--- config.mk ---
export PLATFORM = sky130hd
export DESIGN_NAME = azadi_pinmux_ctrl_flat
export DESIGN_NICKNAME = d
export VERILOG_FILES = /design/src/rtl/azadi_pinmux_pkg.sv /design/src/rtl/azadi_pinmux_ctrl_if.sv /design/src/rtl/azadi_pinmux_regs.sv /design/src/rtl/azadi_pinmux_ctrl.sv /design/src/flat_wrapper.sv
export SDC_FILE = /design/constraint.sdc
export NUM_CORES = 1
export LEC_CHECK = 0
export BUFFER_PORTS_ARGS = -buffer_cell sky130_fd_sc_hd__buf_2
export CORE_AREA = 2 2 216 218
export DETAILED_ROUTE_END_ITERATION = 7
export DIE_AREA = 0 0 218 220
export PLACE_DENSITY = 0.64
export SETUP_SLACK_MARGIN = 0.5
export SYNTH_ARGS = -nofsm -noshare
export SYNTH_HDL_FRONTEND = slang
export SYNTH_HIERARCHICAL = 1
export SYNTH_SLANG_ARGS = --single-unit
--- constraint.sdc ---
create_clock -name wb_clk_i -period 11.4 [get_ports wb_clk_i]
set_input_delay 2.28 -clock wb_clk_i [delete_from_list [all_inputs] [get_ports wb_clk_i]]
set_output_delay 2.28 -clock wb_clk_i [all_outputs]
set_load 0.05 [all_outputs]
--- src/rtl/azadi_pinmux_pkg.sv ---
// Shared types and register map for the pad-ownership controller.
package azadi_pinmux_pkg;

  typedef enum logic [1:0] {
    FUNC_GPIO = 2'd0,
    FUNC_ALT1 = 2'd1,
    FUNC_ALT2 = 2'd2,
    FUNC_ALT3 = 2'd3
  } func_e;

  typedef enum logic [1:0] {
    IDLE    = 2'd0,
    ISOLATE = 2'd1,
    COMMIT  = 2'd2
  } state_e;

  // Word offsets, i.e. wbs_adr_i[7:2]
  localparam logic [5:0] ADR_CTRL   = 6'h00;
  localparam logic [5:0] ADR_STATUS = 6'h01;
  localparam logic [5:0] ADR_TGT0   = 6'h04;
  localparam logic [5:0] ADR_TGT1   = 6'h05;
  localparam logic [5:0] ADR_TGT2   = 6'h06;

  localparam int CTRL_LOCK   = 31;
  localparam int STATUS_BUSY = 0;
  localparam int STATUS_ERR  = 1;
  localparam int GUARD_RST   = 2;
  localparam int TGT_BITS    = 96;

  function automatic logic is_tgt(input logic [5:0] w);
    return (w == ADR_TGT0) || (w == ADR_TGT1) || (w == ADR_TGT2);
  endfunction

endpackage

--- src/rtl/azadi_pinmux_ctrl_if.sv ---
// Wishbone slave bus bundle for the pinmux register block.
interface azadi_pinmux_ctrl_if;
  logic        stb;
  logic        cyc;
  logic        we;
  logic [3:0]  sel;
  logic [31:0] adr;
  logic [31:0] wdata;
  logic        ack;
  logic [31:0] rdata;

  modport master (output stb, cyc, we, sel, adr, wdata, input ack, rdata);
  modport slave  (input stb, cyc, we, sel, adr, wdata, output ack, rdata);
endinterface

--- src/rtl/azadi_pinmux_regs.sv ---
// Wishbone register file: guard/lock control, sticky error, per-pad target owners.
module azadi_pinmux_regs
  import azadi_pinmux_pkg::*;
#(
  parameter int NUM_PADS = 38,
  parameter int GUARD_W  = 4
) (
  input  logic                  clk,
  input  logic                  rst,
  azadi_pinmux_ctrl_if.slave    bus,
  input  logic                  busy,
  output logic [GUARD_W-1:0]    guard,
  output logic [2*NUM_PADS-1:0] tgt
);

  logic [5:0]          word;
  logic [1:0]          tword;
  logic                req, wr, rd;
  logic                ack_q, lock_q, err_q;
  logic [31:0]         rdata_q, rd_mux;
  logic [TGT_BITS-1:0] tgt_ext;
  logic                unused_adr;

  assign word       = bus.adr[7:2];
  assign tword      = 2'(word - ADR_TGT0);
  assign req        = bus.stb & bus.cyc & ~ack_q;
  assign wr         = req & bus.we;
  assign rd         = req & ~bus.we;
  assign tgt_ext    = TGT_BITS'(tgt);
  assign unused_adr = ^{bus.adr[31:8], bus.adr[1:0]};

  assign bus.ack   = ack_q;
  assign bus.rdata = rdata_q;

  always_comb begin
    rd_mux = '0;
    if (word == ADR_CTRL) begin
      rd_mux[GUARD_W-1:0] = guard;
      rd_mux[CTRL_LOCK]   = lock_q;
    end else if (word == ADR_STATUS) begin
      rd_mux[STATUS_BUSY] = busy;
      rd_mux[STATUS_ERR]  = err_q;
    end else if (is_tgt(word)) begin
      rd_mux = tgt_ext[{tword, 5'b0} +: 32];
    end
  end

  always_ff @(posedge clk or posedge rst) begin
    if (rst) begin
      ack_q   <= 1'b0;
      rdata_q <= '0;
      guard   <= GUARD_W'(GUARD_RST);
      lock_q  <= 1'b0;
      err_q   <= 1'b0;
      tgt     <= '0;
    end else begin
      ack_q   <= req;
      rdata_q <= rd ? rd_mux : '0;
      if (wr) begin
        if (word == ADR_CTRL) begin
          // Once locked only a reset reopens the guard and target fields.
          if (lock_q) err_q <= 1'b1;
          else begin
            if (bus.sel[0]) guard <= bus.wdata[GUARD_W-1:0];
            if (bus.sel[3] && bus.wdata[CTRL_LOCK]) lock_q <= 1'b1;
          end
        end else if (word == ADR_STATUS) begin
          if (bus.sel[0] && bus.wdata[STATUS_ERR]) err_q <= 1'b0;
        end else if (is_tgt(word)) begin
          if (lock_q) err_q <= 1'b1;
          else begin
            for (int b = 0; b < 2*NUM_PADS; b++)
              if ((b / 32) == int'(tword) && bus.sel[(b % 32) / 8])
                tgt[b] <= bus.wdata[b % 32];
          end
        end
      end
    end
  end

endmodule

--- src/rtl/azadi_pinmux_ctrl.sv ---
// Pad-ownership controller: hands pads to new owners one at a time through an
// isolation window, then muxes the committed owner's out/oe onto the pad.
module azadi_pinmux_ctrl
  import azadi_pinmux_pkg::*;
#(
  parameter int NUM_PADS = 38,
  parameter int NUM_FUNC = 4,
  parameter int GUARD_W  = 4
) (
  input  logic                         wb_clk_i,
  input  logic                         wb_rst_i,
  azadi_pinmux_ctrl_if.slave           wbs,
  input  logic [NUM_FUNC*NUM_PADS-1:0] fn_out_i,
  input  logic [NUM_FUNC*NUM_PADS-1:0] fn_oe_i,
  output logic [NUM_PADS-1:0]          io_out_o,
  output logic [NUM_PADS-1:0]          io_oeb_o,
  output logic [2*NUM_PADS-1:0]        sel_o,
  output logic                         busy_o
);

  localparam int IDX_W = $clog2(NUM_PADS);

  logic [GUARD_W-1:0]       guard;
  logic [NUM_PADS-1:0][1:0] tgt, cur;
  logic [NUM_PADS-1:0]      pending;
  state_e                   state_q, state_d;
  logic [IDX_W-1:0]         pad_q, pad_d, first_idx;
  logic [GUARD_W-1:0]       cnt_q, cnt_d;

  azadi_pinmux_regs #(.NUM_PADS(NUM_PADS), .GUARD_W(GUARD_W)) u_regs (
    .clk   (wb_clk_i),
    .rst   (wb_rst_i),
    .bus   (wbs),
    .busy  (busy_o),
    .guard (guard),
    .tgt   (tgt)
  );

  for (genvar p = 0; p < NUM_PADS; p++) begin : g_pend
    assign pending[p] = (tgt[p] != cur[p]);
  end

  always_comb begin
    first_idx = '0;
    for (int p = NUM_PADS-1; p >= 0; p--)
      if (pending[p]) first_idx = IDX_W'(p);
  end

  always_ff @(posedge wb_clk_i or posedge wb_rst_i) begin
    if (wb_rst_i) begin
      state_q <= IDLE;
      pad_q   <= '0;
      cnt_q   <= '0;
    end else begin
      state_q <= state_d;
      pad_q   <= pad_d;
      cnt_q   <= cnt_d;
    end
  end

  always_comb begin
    state_d = state_q;
    pad_d   = pad_q;
    cnt_d   = cnt_q;
    case (state_q)
      IDLE: if (|pending) begin
        pad_d   = first_idx;
        cnt_d   = (guard == '0) ? GUARD_W'(1) : guard;
        state_d = ISOLATE;
      end
      ISOLATE: if (cnt_q <= GUARD_W'(1)) state_d = COMMIT;
               else cnt_d = cnt_q - GUARD_W'(1);
      COMMIT:  state_d = IDLE;
      default: state_d = IDLE;
    endcase
  end

  // Commit takes the target as it stands now, so a retarget during isolation
  // lands without a second handover.
  always_ff @(posedge wb_clk_i or posedge wb_rst_i) begin
    if (wb_rst_i) cur <= '0;
    else if (state_q == COMMIT) cur[pad_q] <= tgt[pad_q];
  end

  assign sel_o  = cur;
  assign busy_o = (state_q != IDLE) | (|pending);

  for (genvar p = 0; p < NUM_PADS; p++) begin : g_pad
    logic [NUM_FUNC-1:0] outs, oes;
    logic                iso, out_q, oeb_q;

    for (genvar f = 0; f < NUM_FUNC; f++) begin : g_fn
      assign outs[f] = fn_out_i[f*NUM_PADS+p];
      assign oes[f]  = fn_oe_i[f*NUM_PADS+p];
    end

    assign iso = (state_q != IDLE) && (pad_q == IDX_W'(p));

    always_ff @(posedge wb_clk_i or posedge wb_rst_i) begin
      if (wb_rst_i) begin
        out_q <= 1'b0;
        oeb_q <= 1'b1;
      end else if (iso) begin
        out_q <= 1'b0;
        oeb_q <= 1'b1;
      end else begin
        out_q <= outs[cur[p]];
        oeb_q <= ~oes[cur[p]];
      end
    end

    assign io_out_o[p] = out_q;
    assign io_oeb_o[p] = oeb_q;
  end

endmodule

--- src/flat_wrapper.sv ---
// flat-port wrapper written by rule: the top's interface ports become plain ports
module azadi_pinmux_ctrl_flat import azadi_pinmux_pkg::*;
#(
  parameter int NUM_PADS = 38,
  parameter int NUM_FUNC = 4,
  parameter int GUARD_W  = 4
)
  (wb_clk_i, wb_rst_i, fn_out_i, fn_oe_i, io_out_o, io_oeb_o, sel_o, busy_o, wbs_stb, wbs_cyc, wbs_we, wbs_sel, wbs_adr, wbs_wdata, wbs_ack, wbs_rdata);
  azadi_pinmux_ctrl_if wbs_i ();
  input  logic wb_clk_i;
  input  logic wb_rst_i;
  input  logic [NUM_FUNC*NUM_PADS-1:0] fn_out_i;
  input  logic [NUM_FUNC*NUM_PADS-1:0] fn_oe_i;
  output logic [NUM_PADS-1:0] io_out_o;
  output logic [NUM_PADS-1:0] io_oeb_o;
  output logic [2*NUM_PADS-1:0] sel_o;
  output logic busy_o;
  input wire logic [$bits(wbs_i.stb)-1:0] wbs_stb;
  input wire logic [$bits(wbs_i.cyc)-1:0] wbs_cyc;
  input wire logic [$bits(wbs_i.we)-1:0] wbs_we;
  input wire logic [$bits(wbs_i.sel)-1:0] wbs_sel;
  input wire logic [$bits(wbs_i.adr)-1:0] wbs_adr;
  input wire logic [$bits(wbs_i.wdata)-1:0] wbs_wdata;
  output wire logic [$bits(wbs_i.ack)-1:0] wbs_ack;
  output wire logic [$bits(wbs_i.rdata)-1:0] wbs_rdata;
  assign wbs_i.stb = wbs_stb;
  assign wbs_i.cyc = wbs_cyc;
  assign wbs_i.we = wbs_we;
  assign wbs_i.sel = wbs_sel;
  assign wbs_i.adr = wbs_adr;
  assign wbs_i.wdata = wbs_wdata;
  assign wbs_ack = wbs_i.ack;
  assign wbs_rdata = wbs_i.rdata;
  azadi_pinmux_ctrl #(.NUM_PADS(NUM_PADS), .NUM_FUNC(NUM_FUNC), .GUARD_W(GUARD_W)) u_core (.wb_clk_i(wb_clk_i), .wb_rst_i(wb_rst_i), .wbs(wbs_i), .fn_out_i(fn_out_i), .fn_oe_i(fn_oe_i), .io_out_o(io_out_o), .io_oeb_o(io_oeb_o), .sel_o(sel_o), .busy_o(busy_o));
endmodule
==> flow_summary.json, run 1 <==
{
  "dieArea_sq_um": 48000,
  "layout_min_cycle_time_ns": 5.71,
  "synth_enable_flop_cells": 0,
  "yosys.area.top_type": "dfrtp_1",
  "start_kind": "register",
  "grt_max_degree": 86,
  "maxSlewViolCount": 0,
  "yosys-mux-area-fraction": 0.258,
  "initial_antenna_violation_count": 4,
  "grt_first_pass_wirelength_um": 86600,
  "antenna_left": 0,
  "grt-ovfl-total": 0,
  "worst_hold_path_type": "register to register",
  "outcome": "complete, no violations",
  "wl_met2_um": 29500,
  "htreeDepth": 2,
  "synth.yosys.seq_area_share": 0.465,
  "path_cells": "xor2_1 > nor4bb_1 > nand3_1 > nor4_1 > nand2_1 > buf_2",
  "fin_skew_ns": 0.0117,
  "fin_crit_sh": 0.501,
  "remaining_drc_errors": 0,
  "synth-simple-area-share": 0.111,
  "syn-num-nets": 1615,
  "floorplan.initialDensity": 0.330,
  "share_of_synthesized_cell_area_in_full_adder_half_adder_and_majority_cells": 0.00165,
  "flop2flop_setup_slack_ns": 7.97,
  "syn-mean-instance-area_sq_um": 12.2,
  "synth-xor-area-share": 0.0452,
  "core_sq_um": 45900,
  "postcts_resize_cnt": 0,
  "drt-initial-drc-count": 962,
  "detail_route.wl_per_cell_um": 26.7,
  "crit_path_max_incr_delay_ns": 0.68,
  "chipWidth_um": 218,
  "syn-instance-count": 1236,
  "via_total_after_detailed_routing": 12500,
  "fill_cells": 4398,
  "met1Wirelength_um": 26600,
  "count_of_warnings_emitted_by_yosys": 6,
  "cp_num_cells": 6,
  "r2r-start": "u_core/pad_q[2]$_DFFE_PP0P_",
  "max-slew-margin-rel": 0.257,
  "peakVddDrop_mv": 0.116,
  "clock_tree_from_tritoncts": "built",
  "synth_async_sr_flop_share": 1.00,
  "critPathMaxFanout": 5,
  "track_usage": 0.252,
  "hold_buffers": 0,
  "fmaxAchievable_mhz": 175,
  "critPathSlowestCell": "nor4bb_1",
  "cts_buffers": 34,
  "grt_setup_unrepaired": "no",
  "hold_ws_ns": 0.493,
  "placement_row_count": 79,
  "r2r_cells": 7,
  "worstSkewPairLatency_ns": 0.54,
  "route.final.wire_length_um": 62400,
  "critical_path.endpoint_type": "output port",
  "leakage_uw": 0.00925,
  "via_per_inst": 5.36,
  "synthToLayoutAreaGrowth_pct": 26.2,
  "routed-wl-met3_um": 4660,
  "pre_antenna_drt_iters": 5,
  "critical_path_buf_inv_count": 1,
  "synthFlopType": "dfrtp_1",
  "final_layout_size_suffix_gt1_frac": 0.508,
  "clock_sink_count": 279,
  "gpl.final_weighted_congestion": 0.957,
  "timing.max_cap.violations": 0,
  "clk_root_buffer_cell": "clkbuf_16",
  "power-per-cell-area_nw_per_um2": 160,
  "post_synth_num_cell_types": 69,
  "synthesis.area_sq_um": 15100,
  "post_cts_buffers": 0,
  "final-hold-violation-count": 0,
  "io_pins": 563,
  "synth_top_area_frac": 0.397,
  "worstMarginPinSlew_ns": 1.11,
  "final_setup_violation_count": 0,
  "main_combinational_cell_family_by_area_after_synthesis": "multiplexers",
  "dr.max_layer_used": "met5",
  "final.setup.tns_ns": 0,
  "ys_seq_elements": 279,
  "setup.worst_path.start": "u_core/sel_o[71]$_DFFE_PP0P_",
  "crit-reg2reg-capture": "u_core/sel_o[2]$_DFFE_PP0P_",
  "die_height_um": 220,
  "clock_transition_at_path_regs_ns": 0.06,
  "report.power.total_uw": 3060,
  "synth_area_leaders": "dfrtp_1 (40%), mux4_2 (14%), mux2_2 (8.7%), dfstp_2 (6.8%), buf_4 (3.8%)",
  "timing.critical_path.to": "busy_o",
  "crit_type": "register to output port",
  "layout.nets": 2080,
  "share_of_the_synthesized_area_in_compound_gates_ao_oa_aoi_oai": 0.0671,
  "critical_path_required_ns": 9.12,
  "critPathArrivalTime_ns": 3.43,
  "critical_path.top_delay_family": "simple AND/OR/NAND/NOR gates",
  "dp_hpwl_um": 48800,
  "cts-root-to-sink-buffers": 3,
  "buffer_ports.inserted": 536,
  "number_of_global_route_vias_before_repair": 12700
}
## routing by layer
layer,vias up,global-route usage
met1,6408,0.342
met4,6,0.0707
met5,-,0
met2,610,0.410
met3,90,0.0519
li1,5394,-
## registers in the layout, indices dropped and copies added, names as in the netlist
| name | cells |
|---|---|
| u_core/cnt_q | 4 |
| u_core/u_regs/bus.rdata | 32 |
| u_core/state_q | 2 |
| u_core/u_regs/lock_q | 1 |
| u_core/pad_q | 6 |
| u_core/u_regs/tgt | 76 |
| u_core/u_regs/bus.ack | 1 |
| u_core/u_regs/guard | 4 |
| u_core/g_pad.out_q | 38 |
| u_core/g_pad.oeb_q | 38 |
| u_core/u_regs/err_q | 1 |
| u_core/sel_o | 76 |
## cell usage in the layout, fill, tap and decap left out, types with 10 or more instances in the layout
cell type / instances
a21oi_1: 43
and2_1: 21
buf_2: 536
clkbuf_16: 37
dfrtp_1: 240
dfstp_2: 39
mux2_2: 117
mux2i_1: 36
mux4_2: 96
nand2_1: 106
nand3_1: 12
nand4_1: 10
nor2_1: 121
nor3_1: 14
nor4_1: 12
o21a_1: 16
o21ai_0: 43
xnor2_1: 48
xor2_1: 30
## metrics by stage
step	util	worst slack [ns]	instances	instance area, sq um
2_1_floorplan	-	4.75	1236	15100
3_3_place_gp	0.390	6.25	2272	17900
3_5_place_dp	0.390	6.29	2272	17900
4_1_cts	0.416	5.70	2334	19100
5_1_grt	0.416	5.56	2335	19100
6_report	0.416	5.69	2335	19100
## how the worst min path moves through the flow
stage / to / depth (start not counted) / slack [ns] / startpoint
floorplan: u_core/u_regs/err_q$_DFFE_PP0P_ / 1 / 0.48 / u_core/u_regs/err_q$_DFFE_PP0P_
global placement: u_core/u_regs/bus.ack$_DFF_PP0_ / 1 / 0.48 / u_core/u_regs/bus.ack$_DFF_PP0_
detailed placement: u_core/u_regs/bus.ack$_DFF_PP0_ / 1 / 0.48 / u_core/u_regs/bus.ack$_DFF_PP0_
CTS: u_core/u_regs/bus.ack$_DFF_PP0_ / 1 / 0.50 / u_core/u_regs/bus.ack$_DFF_PP0_
global route: u_core/u_regs/bus.ack$_DFF_PP0_ / 1 / 0.52 / u_core/u_regs/bus.ack$_DFF_PP0_
finish: u_core/u_regs/bus.ack$_DFF_PP0_ / 1 / 0.49 / u_core/u_regs/bus.ack$_DFF_PP0_
## cell type report
type	instances	area, sq um	share of cell area
sequential	279	7030	0.368
clock inverter	10	111	0.00584
clock buffer	52	1060	0.0557
multi-input combinational	834	7330	0.384
timing repair buffer	545	2750	0.144
antenna	1	2.50	0.000131
tap	607	759	0.0398
inverter	7	33.8	0.00177
## cells by family (layout without fill, tap and decap cells)
kind of cell               count (synthesis)  after routing
xor gates and xnor gates                  78             78
DFF                                      279            279
adders and majority gates                  2              2
buffers and inverters                    123            614
muxes                                    252            252
and+or+nand+nor                          346            346
AOI/OAI and AO/OA                        156            156
other                                      0              1
## Yosys cell counts (3+ instances only)
master	n
a31oi_1	5
nor2b_1	4
mux2i_1	36
or3_1	9
nor2_1	121
a21boi_0	3
dfstp_2	39
a211oi_1	4
o2bb2ai_1	4
nand4_1	10
buf_6	4
a21oi_1	43
nand2_1	106
buf_4	77
o211ai_1	4
buf_1	4
nand4b_1	3
and2_1	21
inv_1	7
nand3_1	12
o31a_1	4
xor2_1	30
clkbuf_1	26
nand3_2	4
or2_2	3
o31ai_1	6
dfrtp_1	240
nor3_1	15
o41ai_1	4
nor4_1	12
o21a_1	16
o21ai_0	44
xnor2_1	48
mux2_2	117
buf_2	5
nand2b_1	7
mux4_2	96
## power by group
group / total [uW] / switching [uW] / internal (uW) / leakage (uW)
logic: 787 / 526 / 261 / 0.00503
clock network: 1130 / 441 / 690 / 0.000571
registers: 1140 / 84.3 / 1060 / 0.00365
No activity file was read; power rests on OpenSTA's default activity.
==> run 2: changes to the inputs <==
Settings changed: ABC_AREA from default to 1, CORE_AREA 2 2 216 218 to 2 2 220 222, DIE_AREA 0 0 218 220 to 0 0 222 224, PLACE_DENSITY 0.64 to 0.65.
Clock period 11.4 ns to 4.8 ns, I/O delays scaled along.
==> run 2 against run 1 <==
Sequential power grew 110%. Clock-buffer cell count up 2. Via count rose by 33%. Flip-flop and latch count unchanged. Area after synthesis is 3.7% higher. Critical path type unchanged. Largest cell class unchanged.
==> flow_summary.json, run 2 <==
{
  "placement_row_count": 80,
  "grt_max_degree": 162,
  "crit_type": "register to output port",
  "worst_hold_path_type": "input pin to asynchronous set/reset pin",
  "drt-initial-drc-count": 1587,
  "layout_min_cycle_time_ns": 4.13,
  "synthesis.area_sq_um": 15700,
  "yosys.area.top_type": "dfrtp_1",
  "worstMarginPinSlew_ns": 0.977,
  "layout.cells.most_common": "nand2_1",
  "met3_usage": 0.0635,
  "dp_hpwl_um": 51600,
  "finish.utilization": 0.416,
  "track_usage": 0.255,
  "grt_setup_unrepaired": "no",
  "met1_usage": 0.331,
  "buffer_ports.inserted": 536,
  "final_setup_violation_count": 0,
  "floorplan.initialDensity": 0.331,
  "count_of_warnings_emitted_by_yosys": 6,
  "leakage_uw": 0.0101,
  "htreeDepth": 2,
  "via_total_after_detailed_routing": 16600,
  "synth_most_common_cell": "nand2_1",
  "fin_skew_ns": 0.0220,
  "antenna_left": 0,
  "synthToLayoutAreaGrowth_pct": 25.4,
  "max-slew-margin-rel": 0.348,
  "post_cts_buffers": 0,
  "critical_path_buf_inv_count": 2,
  "syn-num-nets": 2480,
  "fmaxAchievable_mhz": 242,
  "io_pins": 563,
  "power-per-cell-area_nw_per_um2": 276,
  "path_cells": "inv_2 > nor2_1 > nor4b_1 > nand2_1 > nor2_1 > nand2_1 > nor3_2 > nand3_1 > buf_2",
  "remaining_drc_errors": 0,
  "detail_route.wl_per_cell_um": 20.3,
  "dieArea_sq_um": 49700,
  "cts_buffers": 35,
  "worstSkewPairLatency_ns": 0.55,
  "crit_path_max_incr_delay_ns": 0.55,
  "maxSlewViolCount": 0,
  "timing.max_cap.violations": 0,
  "synth_top_area_frac": 0.383,
  "synth.yosys.seq_area_share": 0.448,
  "initial_antenna_violation_count": 12,
  "final_layout_size_suffix_gt1_frac": 0.280,
  "outcome": "complete, no violations",
  "critical_path.endpoint_type": "output port",
  "critPathArrivalTime_ns": 3.17,
  "synth_enable_flop_cells": 0,
  "fin_crit_sh": 0.859,
  "peakVddDrop_mv": 0.170,
  "cts-root-to-sink-buffers": 3,
  "clk_root_buffer_cell": "clkbuf_16",
  "critical_path_required_ns": 3.84,
  "gpl.final_weighted_congestion": 0.917,
  "grt_most_used_layer": "met2",
  "critPathSlowestCell": "nor4b_1",
  "hold_buffers": 0,
  "use_met2": 0.410,
  "chipWidth_um": 222,
  "flop2flop_setup_slack_ns": 1.41,
  "final.setup.tns_ns": 0,
  "critical_path.top_delay_family": "simple AND/OR/NAND/NOR gates",
  "grt_first_pass_wirelength_um": 96400,
  "synth_async_sr_flop_share": 1.00,
  "clock_sink_count": 279,
  "critPathMaxFanout": 8,
  "pre_antenna_drt_iters": 6,
  "netlist_top_cells_count": "nand2_1 (594), nor2_1 (363), dfrtp_1 (240)",
  "core_sq_um": 47300,
  "final-hold-violation-count": 0,
  "synthFlopType": "dfrtp_1",
  "via_per_inst": 5.17,
  "clock_transition_at_path_regs_ns": 0.06,
  "layout.nets": 2954,
  "die_height_um": 224,
  "ys_seq_elements": 279,
  "clock_tree_from_tritoncts": "built",
  "syn-instance-count": 2101,
  "syn-mean-instance-area_sq_um": 7.47,
  "number_of_global_route_vias_before_repair": 16200,
  "layout.cells.most_common_list": "nand2_1 (594), buf_2 (536), nor2_1 (361)",
  "start_kind": "register",
  "post_synth_num_cell_types": 47,
  "route.final.wire_length_um": 65300,
  "grt-ovfl-total": 0,
  "synth_area_leaders": "dfrtp_1 (38%), nand2_1 (14%), nor2_1 (8.7%), dfstp_2 (6.5%), o21ai_0 (4.6%)"
}
==> run 2: changes by cell type after synthesis, sizes merged, moves of 37 or more <==
cell and change:
xnor2 -37, mux2 -118, mux4 -98, nand3 +60
nand2 +498, nor2 +254, inv +199, o21ai +169
o32ai +59, a22oi +42
==> run 2: cell type report <==
cell class	count	area (sq um)
diodes	3	7.51
flip-flops and latches	279	7030
multi-input cells	1505	7200
well taps	615	769
clock buffers	54	1040
fillers	4901	27700
inverters	206	779
repair buffers	548	2790
clock inverters	9	66.3
==> run 2: path summary, 6_finish.rpt <==
path	startpoint	end	cells after the start
max	u_core/sel_o[22]$_DFFE_PP0P_	busy_o	9
min	wb_rst_i	u_core/g_pad[26].out_q$_DFF_PP0_	2
max reg2reg	u_core/sel_o[75]$_DFFE_PP0P_	u_core/pad_q[0]$_DFFE_PP0P_	42
min reg2reg	u_core/u_regs/guard[1]$_DFFE_PP1P_	u_core/u_regs/guard[1]$_DFFE_PP1P_	2
max in group asynchronous	wb_rst_i	u_core/u_regs/tgt[42]$_DFFE_PP0P_	3
min in group wb_clk_i	u_core/u_regs/guard[1]$_DFFE_PP1P_	u_core/u_regs/guard[1]$_DFFE_PP1P_	2
==> run 2: where the power goes <==
part	internal (uW)	switching, uW
registers	2400	11.1
logic	162	308
clock network	1500	1050
==> run 2: metal layers <==
layer  part of all wire  vias to the layer above
li1                   -                     7787
met1               0.41                     7909
met2               0.46                      775
met3              0.086                      146
met4              0.038                       18
met5             0.0017                        -
==> run 2: cells by family (layout without fill, tap and decap cells) <==
kind of cell               Yosys count  count (layout)  share of synthesized area
DFF                                279             279                      0.448
adders and majority gates            2               2                    0.00160
and+or+nand+nor                   1099            1099                      0.288
other                                0               3                          0
buffers and inverters              317             817                     0.0952
xor gates and xnor gates            15              15                    0.00837
AOI/OAI and AO/OA                  389             389                      0.158
==> run 2: repair_timing <==
item	CTS	global route
resized for setup	1	4
gates cloned	0	0
setup endpoints to repair	1	1
==> run 2: stage by stage <==
stage	total power (uW)	instances	area [sq um]	setup slack [ns]	hold WS, ns
CTS	5490	3216	19600	0.599	0.327
finish	5430	3219	19700	0.674	0.341
global route	5630	3218	19700	0.541	0.334
detailed placement	2920	3153	18500	0.953	0.477
floorplan	2740	2101	15700	0.798	0.459
global placement	2920	3153	18500	0.984	0.476
==> run 3: changes to the inputs <==
--- a/constraint.sdc
+++ b/constraint.sdc
@@ -3,2 +3,2 @@
 set_output_delay 0.96 -clock wb_clk_i [all_outputs]
-set_load 0.05 [all_outputs]
+set_load 0.02 [all_outputs]
==> run 3 against run 2 <==
Cell count about the same. Largest cell class unchanged. Wire length decreased by 0.52%. Critical endpoint unchanged. Critical path type unchanged. Die area unchanged. Register-to-register slack worse by 0.03 ns. Sequential share of layout area is 0.15 points lower. Total power increased by 3.0%. Flip-flop and latch count unchanged. Global-route usage shrank 0.37 points. Largest power group unchanged. Non-clock buffer count stayed put. Clock skew shrank 0.0062 ns. Clock-buffer cell count fell by 10. Setup slack gained 0.0048 ns.
==> flow_summary.json, run 3 (synthesis gave the netlist of run 2 again) <==
{
  "layout.nets": 2953,
  "die_height_um": 224,
  "layout.cells.most_common": "nand2_1",
  "placement_row_count": 80,
  "finish.utilization": 0.417,
  "critPathSlowestCell": "nor4b_1",
  "worst_hold_path_type": "input pin to asynchronous set/reset pin",
  "crit_path_max_incr_delay_ns": 0.55,
  "via_total_after_detailed_routing": 16700,
  "max-slew-margin-rel": 0.371,
  "antenna_left": 0,
  "routed-wl-met3_um": 5350,
  "chipWidth_um": 222,
  "grt-ovfl-total": 0,
  "grt_max_degree": 162,
  "fin_crit_sh": 0.858,
  "grt_first_pass_wirelength_um": 95000,
  "leakage_uw": 0.0101,
  "power-per-cell-area_nw_per_um2": 283,
  "final-hold-violation-count": 0,
  "number_of_global_route_vias_before_repair": 15900,
  "fin_skew_ns": 0.0159,
  "hold_ws_ns": 0.343,
  "initial_antenna_violation_count": 11,
  "outcome": "complete, no violations",
  "maxSlewViolCount": 0,
  "met1Wirelength_um": 27300,
  "htreeDepth": 2,
  "buffer_ports.inserted": 536,
  "path_cells": "inv_2 > nor2_1 > nor4b_1 > nand2_1 > nor2_1 > nand2_1 > nor3_2 > nand3_1 > buf_2",
  "fmaxAchievable_mhz": 243,
  "floorplan.initialDensity": 0.331,
  "start_kind": "register",
  "grt_setup_unrepaired": "no",
  "critical_path_required_ns": 3.84,
  "route.final.wire_length_um": 64900,
  "drt-initial-drc-count": 1516,
  "core_sq_um": 47300,
  "final.setup.tns_ns": 0,
  "track_usage": 0.252,
  "critical_path.endpoint_type": "output port",
  "pre_antenna_drt_iters": 6,
  "remaining_drc_errors": 0,
  "post_cts_buffers": 0,
  "dieArea_sq_um": 49700,
  "clk_root_buffer_cell": "clkbuf_16",
  "clock_sink_count": 279,
  "timing.max_cap.violations": 0,
  "dp_hpwl_um": 51400,
  "report.power.total_uw": 5590,
  "cts-root-to-sink-buffers": 3,
  "peakVddDrop_mv": 0.174,
  "clock_tree_from_tritoncts": "built",
  "layout.cells.most_common_list": "nand2_1 (594), buf_2 (536), nor2_1 (361)",
  "via_per_inst": 5.19,
  "detail_route.wl_per_cell_um": 20.2,
  "clock_transition_at_path_regs_ns": 0.06,
  "fill_cells": 4919,
  "worstSkewPairLatency_ns": 0.55,
  "wl_met2_um": 29900,
  "synthToLayoutAreaGrowth_pct": 26.0,
  "dr.max_layer_used": "met5",
  "regArea_sq_um": 7030,
  "multi_input_area_sq_um": 7180,
  "final_setup_violation_count": 0,
  "critPathMaxFanout": 8,
  "worstMarginPinSlew_ns": 0.944,
  "gpl.final_weighted_congestion": 0.918,
  "final_layout_size_suffix_gt1_frac": 0.281,
  "critPathArrivalTime_ns": 3.16,
  "layout_min_cycle_time_ns": 4.12,
  "io_pins": 563,
  "crit_type": "register to output port",
  "cts_buffers": 34
}
[run 3: final cells by class]
class | count | share of cell area
multi-input combinational | 1505 | 0.363
sequential | 279 | 0.356
timing repair buffer | 548 | 0.141
clock buffer | 44 | 0.0486
inverter | 206 | 0.0394
tap | 615 | 0.0389
clock inverter | 17 | 0.0128
antenna | 2 | 0.000253
[run 3: through the flow]
step,std cells,setup WS [ns],area [sq um]
4_1_cts,3214,0.627,19800
2_1_floorplan,2101,0.798,15700
3_3_place_gp,3153,1.00,18500
3_5_place_dp,3153,1.00,18500
6_report,3216,0.679,19800
5_1_grt,3215,0.502,19800
[run 3: path summary, 6_finish.rpt]
kind	end	slack [ns]	cells after the start	from
min in group wb_clk_i	u_core/u_regs/guard[1]$_DFFE_PP1P_	0.50	2	u_core/u_regs/guard[1]$_DFFE_PP1P_
hold / removal	u_core/g_pad[26].out_q$_DFF_PP0_	0.34	2	wb_rst_i
hold reg to reg	u_core/u_regs/guard[1]$_DFFE_PP1P_	0.50	2	u_core/u_regs/guard[1]$_DFFE_PP1P_
setup reg to reg	u_core/pad_q[0]$_DFFE_PP0P_	1.38	42	u_core/sel_o[75]$_DFFE_PP0P_
max in group asynchronous	u_core/u_regs/bus.rdata[4]$_DFF_PP0_	3.24	3	wb_rst_i
setup / recovery	busy_o	0.68	9	u_core/sel_o[22]$_DFFE_PP0P_
[run 3: worst max-delay path, delay by kind of cell, from the launching register on]
family,cells,cell delay [ns]
buffers and inverters,2,0.42
AND/OR/NAND/NOR,7,1.70
flip-flops,1,0.49
[run 3: timing repair]
action                                  CTS  global route
resized for setup                         1             1
hold buffers                              0             0
endpoints found under the setup margin    1             1
[run 3: where the power goes]
part           internal [uW]  total (uW)  switching, uW  leakage (uW)
logic                    162         391            230       0.00588
registers               2400        2410           11.2       0.00367
clock network           1740        2790           1050      0.000586
[run 3: layer usage]
metal	vias up	global-route usage
met2	769	0.407
li1	7785	-
met3	133	0.0601
met5	-	0
met4	18	0.0902
met1	7984	0.329
